$ cat config.mk
export PLATFORM = sky130hd
export DESIGN_NAME = wb_ahb_bridge
export DESIGN_NICKNAME = d
export VERILOG_FILES = /design/src/rtl/wb_ahb_bridge.sv
export SDC_FILE = /design/constraint.sdc
export NUM_CORES = 1
export LEC_CHECK = 0
export ABC_CLOCK_PERIOD_IN_PS = 7050
export BUFFER_PORTS_ARGS = -buffer_cell sky130_fd_sc_hd__buf_2
export CORE_MARGIN = 3
export CORE_UTILIZATION = 53
export CTS_CLUSTER_SIZE = 25
export DETAILED_ROUTE_END_ITERATION = 12
export GPL_ROUTABILITY_DRIVEN = 0
export PLACE_DENSITY_LB_ADDON = 0.15
export SYNTH_ARGS = -nofsm -noshare
export SYNTH_HDL_FRONTEND = slang
export SYNTH_SLANG_ARGS = --single-unit
$ cat constraint.sdc
create_clock -name wb_clk_i -period 7.05 [get_ports wb_clk_i]
set_input_delay 0.705 -clock wb_clk_i [delete_from_list [all_inputs] [get_ports wb_clk_i]]
set_output_delay 0.705 -clock wb_clk_i [all_outputs]
set_load 0.03 [all_outputs]
$ cat src/rtl/wb_ahb_bridge.sv
// Wishbone-classic slave to AHB-Lite master bridge: one outstanding single
// transfer at a time. The WB and AHB sides share wb_clk_i.
module wb_ahb_bridge #(
    parameter logic [7:0]  BASE_HI  = 8'h30,
    parameter logic [7:0]  AHB_HI   = 8'h00,
    parameter logic [7:0]  TIMEOUT  = 8'd255,
    parameter logic [31:0] ERR_DATA = 32'hDEADBEEF
) (
    input  logic        wb_clk_i,
    input  logic        wb_rst_i,
    input  logic        wbs_cyc_i,
    input  logic        wbs_stb_i,
    input  logic        wbs_we_i,
    input  logic [3:0]  wbs_sel_i,
    input  logic [31:0] wbs_adr_i,
    input  logic [31:0] wbs_dat_i,
    output logic        wbs_ack_o,
    output logic [31:0] wbs_dat_o,
    output logic [31:0] HADDR,
    output logic [1:0]  HTRANS,
    output logic [2:0]  HSIZE,
    output logic        HWRITE,
    output logic [31:0] HWDATA,
    input  logic [31:0] HRDATA,
    input  logic        HREADY,
    input  logic        HRESP,
    output logic        err_flag_o,
    input  logic        err_clr_i
);

    typedef enum logic [1:0] {S_IDLE, S_ADDR, S_DATA, S_ACK} state_t;

    state_t      state_q, state_d;
    logic [7:0]  cnt_q, cnt_d;
    logic        abort_q, abort_d;
    logic [31:0] wdata_q, wdata_d;
    logic        ack_q, ack_d;
    logic [31:0] rdata_q, rdata_d;
    logic [31:0] haddr_q, haddr_d;
    logic [1:0]  htrans_q, htrans_d;
    logic [2:0]  hsize_q, hsize_d;
    logic        hwrite_q, hwrite_d;
    logic [31:0] hwdata_q, hwdata_d;
    logic        err_q, err_d;

    logic        hit;
    logic        timeout_hit;
    logic        cyc_ok;
    logic [2:0]  dec_size;
    logic [1:0]  dec_lsb;

    assign hit         = wbs_cyc_i & wbs_stb_i & (wbs_adr_i[31:24] == BASE_HI);
    assign timeout_hit = (cnt_q + 8'd1) == TIMEOUT;
    // An ack is only owed to a master that kept its cycle open throughout.
    assign cyc_ok      = wbs_cyc_i & ~abort_q;

    always_comb begin
        dec_size = 3'b010;
        dec_lsb  = 2'b00;
        case (wbs_sel_i)
            4'b0011: dec_size = 3'b001;
            4'b1100: begin dec_size = 3'b001; dec_lsb = 2'b10; end
            4'b0001: begin dec_size = 3'b000; dec_lsb = 2'b00; end
            4'b0010: begin dec_size = 3'b000; dec_lsb = 2'b01; end
            4'b0100: begin dec_size = 3'b000; dec_lsb = 2'b10; end
            4'b1000: begin dec_size = 3'b000; dec_lsb = 2'b11; end
            default: ;
        endcase
    end

    always_comb begin
        state_d  = state_q;
        cnt_d    = 8'd0;
        abort_d  = abort_q;
        wdata_d  = wdata_q;
        ack_d    = 1'b0;
        rdata_d  = rdata_q;
        haddr_d  = haddr_q;
        htrans_d = htrans_q;
        hsize_d  = hsize_q;
        hwrite_d = hwrite_q;
        hwdata_d = hwdata_q;
        err_d    = err_clr_i ? 1'b0 : err_q;

        case (state_q)
            S_IDLE: begin
                abort_d = 1'b0;
                if (hit) begin
                    state_d  = S_ADDR;
                    wdata_d  = wbs_dat_i;
                    haddr_d  = {AHB_HI, wbs_adr_i[23:2], dec_lsb};
                    hsize_d  = dec_size;
                    hwrite_d = wbs_we_i;
                    htrans_d = 2'b10;
                end
            end
            S_ADDR, S_DATA: begin
                if (!wbs_cyc_i) abort_d = 1'b1;
                if (HREADY) begin
                    if (state_q == S_ADDR) begin
                        state_d  = S_DATA;
                        htrans_d = 2'b00;
                        hwdata_d = wdata_q;
                    end else begin
                        state_d = S_ACK;
                        ack_d   = cyc_ok;
                        if (!hwrite_q) rdata_d = HRDATA;
                        if (HRESP) begin
                            err_d = 1'b1;
                            if (!hwrite_q) rdata_d = ERR_DATA;
                        end
                    end
                end else if (timeout_hit) begin
                    state_d  = S_ACK;
                    ack_d    = cyc_ok;
                    htrans_d = 2'b00;
                    err_d    = 1'b1;
                    if (!hwrite_q) rdata_d = ERR_DATA;
                end else begin
                    cnt_d = cnt_q + 8'd1;
                end
            end
            S_ACK: begin
                state_d = S_IDLE;
            end
            default: state_d = S_IDLE;
        endcase
    end

    always_ff @(posedge wb_clk_i or posedge wb_rst_i) begin
        if (wb_rst_i) begin
            state_q  <= S_IDLE;
            cnt_q    <= 8'd0;
            abort_q  <= 1'b0;
            wdata_q  <= 32'd0;
            ack_q    <= 1'b0;
            rdata_q  <= 32'd0;
            haddr_q  <= 32'd0;
            htrans_q <= 2'b00;
            hsize_q  <= 3'b010;
            hwrite_q <= 1'b0;
            hwdata_q <= 32'd0;
            err_q    <= 1'b0;
        end else begin
            state_q  <= state_d;
            cnt_q    <= cnt_d;
            abort_q  <= abort_d;
            wdata_q  <= wdata_d;
            ack_q    <= ack_d;
            rdata_q  <= rdata_d;
            haddr_q  <= haddr_d;
            htrans_q <= htrans_d;
            hsize_q  <= hsize_d;
            hwrite_q <= hwrite_d;
            hwdata_q <= hwdata_d;
            err_q    <= err_d;
        end
    end

    assign wbs_ack_o  = ack_q;
    assign wbs_dat_o  = rdata_q;
    assign HADDR      = haddr_q;
    assign HTRANS     = htrans_q;
    assign HSIZE      = hsize_q;
    assign HWRITE     = hwrite_q;
    assign HWDATA     = hwdata_q;
    assign err_flag_o = err_q;

endmodule

==> flow_summary.toml <==
[sta]
timing.final.max_slew_violations = 0
final_hold_viol_count = 0
rsz0062_at_grt = "false"
timing.final.setup_violations = 0
fmax_ghz = 0.368
final.min_clock_period_ns = 2.71
final_min_period_over_clock_period = 0.385
timing.setup.tns_ns = 0
max_clock_skew_ns = 0.00700
max_slew_headroom_at_the_worst_pin = 0.301
worstMarginPinSlew_ns = 1.04

[logic_synthesis]
synth.cell_area_mm2 = 0.00576
number_of_distinct_library_cell_variants_in_the_gate_level_netlist_after_synthesis = 46
ffs_latches_synth = 137
synth_flop_cell = "dfrtp_1"
synthDominantCellAreaShare = 0.591
synth_enable_flop_cells = 0
synthCells = 420
async_reset_ff_frac = 1.00
synth.yosys.warnings = 0
cell_types_with_the_largest_area_share_after_synthesis = "dfrtp_1, mux2_2, o221a_2"
seq_area_frac_synth = 0.596
synth.avg_cell_area_um2 = 13.7
yosysTopAreaCell = "dfrtp_1"

[grt]
grt_pass1_vias = 4038
grt_first_pass_wirelength_mm = 19.6
global_route_usage_over_all_layers = 0.212
global_route.overflow_total = 0
grt_start_max_net_pins = 75
number_of_antenna_violations_at_the_first_check_in_global_routing = 1

[floorplan]
row_count = 37
design.die.area_mm2 = 0.0121
fp.coreArea_mm2 = 0.0105
die-width_um = 110
initial_utilization = 0.550
die_y_um = 110
io-pin-count = 212

[cts]
postCtsHoldBufs = 0
root_buffer = "clkbuf_8"
post_cts_buffers = 0
cts_inserted_buffers = 17
cts_sinks = 137
clk_transition_reported_paths_ns = 0.06
clock_tree.htree_level_count = 4
clock_path_buffers = 2
cts-resized-gates = 0
clk_latency_ns = 0.52
cts_tree = "done"

[placement]
detailed_place_hpwl_mm = 9.17
port-buffer-count = 199
placement.cell_area_mm2 = 0.00682

[critical_path]
r2r.worst_path.cells = 7
cp_data_arrival_time_ns = 3.16
timing.critical_path.to_type = "flip-flop"
required_ns = 7.49
worstPathMaxFanout = 29
setup.worst_path.start_class = "flip-flop"
timing.setup.critical_path_class = "flip-flop to flip-flop"

[detailed_routing]
detailroute.via_count = 4072
drc_errors = 0
detail_route.iter0.violations = 185
post_drt_wl_per_cell_um = 16.9
final_antenna_net_count = 0
viasPerCell = 5.27
drt_pass1_iterations = 4
routed_wl_mm = 13.0

[power]
worst_ir_drop_vdd_uv = 220
p_leak_uw = 0.00387
power.density_mw_per_mm2 = 345

[layout]
final_layout_size_suffix_gt1_frac = 0.548
finish.utilization = 0.707
stdcell_area_mm2 = 0.00740
finalNetCount = 736
layout-area-overhead-vs-synth_pct = 28.5

[hold_path]
worstHoldPathType = "input port to asynchronous set/reset pin"

[run_status]
outcome = "finished, final reports clean"

[run]
cap_violations = 0
-- metal layers --
layer	part of all wire	global-route usage	routed length, um	vias up
met2	0.47	0.338	6150	166
met4	0.021	0.0888	275	2
met5	0.0010	0	13	-
met1	0.41	0.255	5320	1977
met3	0.097	0.0856	1260	18
li1	-	-	-	1909
-- power breakdown --
group          leakage (uW)  switching (uW)  total (uW)  internal (uW)
Clock              0.000278             307         861            554
Sequential          0.00180            84.0         986            902
Combinational       0.00179             430         702            272
Total               0.00387             821        2550           1730
-- worst max-delay path, stage by stage, from the launching register on --
cell and delay (ns):
dfrtp_1 0.46, ha_1 0.36, nand3_2 0.13, or3_1 0.35
a221o_2 0.45, o31ai_4 0.26, buf_4 0.37, o221a_1 0.25
-- metrics by stage --
stage	total power, uW	std cells	setup WS (ns)	hold slack [ns]
after floorplan	1510	429	2.68	0.475
after global placement	1680	740	4.01	0.455
after detailed placement	1700	740	3.95	0.469
after CTS	2570	771	4.35	0.257
after global routing	2670	771	4.17	0.276
final	2550	772	4.34	0.250
-- synth_stat cells, drive strengths merged, types with 2 or more instances --
cell type and number:
nor4bb 2, clkbuf 12, nand3 5, nor2 17, o41ai 2, or3 4, dfrtp 136, xor2 4
a21oi 5, and3 3, mux2 88, nand2b 21, inv 15, nand3b 3, o31ai 2, or2b 5
o31a 2, o21ai 14, xnor2 2, a22oi 8, o221a 24, buf 17, ha 5, nand2 9
-- final timing paths --
path                         startpoint       endpoint  slack, ns
min in group wb_clk_i      wbs_sel_i[2]       HADDR[0]       0.42
setup reg to reg               cnt_q[0]  wbs_dat_o[27]       4.34
max in group asynchronous      wb_rst_i  wbs_dat_o[15]       5.44
hold reg to reg                HSIZE[0]       HSIZE[0]       0.48
setup / recovery               cnt_q[0]  wbs_dat_o[27]       4.34
hold / removal                 wb_rst_i       HADDR[2]       0.25
-- cell usage in the layout, fill, tap and decap left out, types with 5 or more instances in the layout --
cell / instances
dfrtp_1: 136
buf_2: 199
o221a_2: 20
ha_1: 5
nand2_1: 9
a21oi_1: 5
a22oi_1: 8
conb_1: 10
nor2_1: 17
o21ai_0: 14
inv_1: 14
buf_4: 5
nand2b_1: 21
clkbuf_16: 16
mux2_2: 88
-- logic make-up after synthesis --
kind of cell,count (synthesis),synth area share
AOI/OAI and AO/OA,65,0.0972
xor gates and xnor gates,6,0.00913
adders and majority gates,5,0.0109
buffers and inverters,44,0.0411
DFF,137,0.596
muxes,88,0.172
other,1,0.000652
and+or+nand+nor,74,0.0730
-- sequential cells by signal, summed over array words and instances (netlist names), 2 cells and up --
signal	count
HWDATA	32
wbs_dat_o	32
wdata_q	32
HADDR	24
cnt_q	8
HSIZE	2
state_q	2
-- cell type report --
| class | count | area (um^2) |
|---|---|---|
| Antenna cell | 1 | 2.50 |
| Clock buffer | 23 | 457 |
| Clock inverter | 8 | 120 |
| Fill cell | 760 | 3070 |
| Timing Repair Buffer | 204 | 1030 |
| Sequential cell | 137 | 3430 |
| Tap cell | 136 | 170 |
| Inverter | 15 | 61.3 |
| Multi-Input combinational cell | 248 | 2120 |
(Power assumes the default switching activity.)
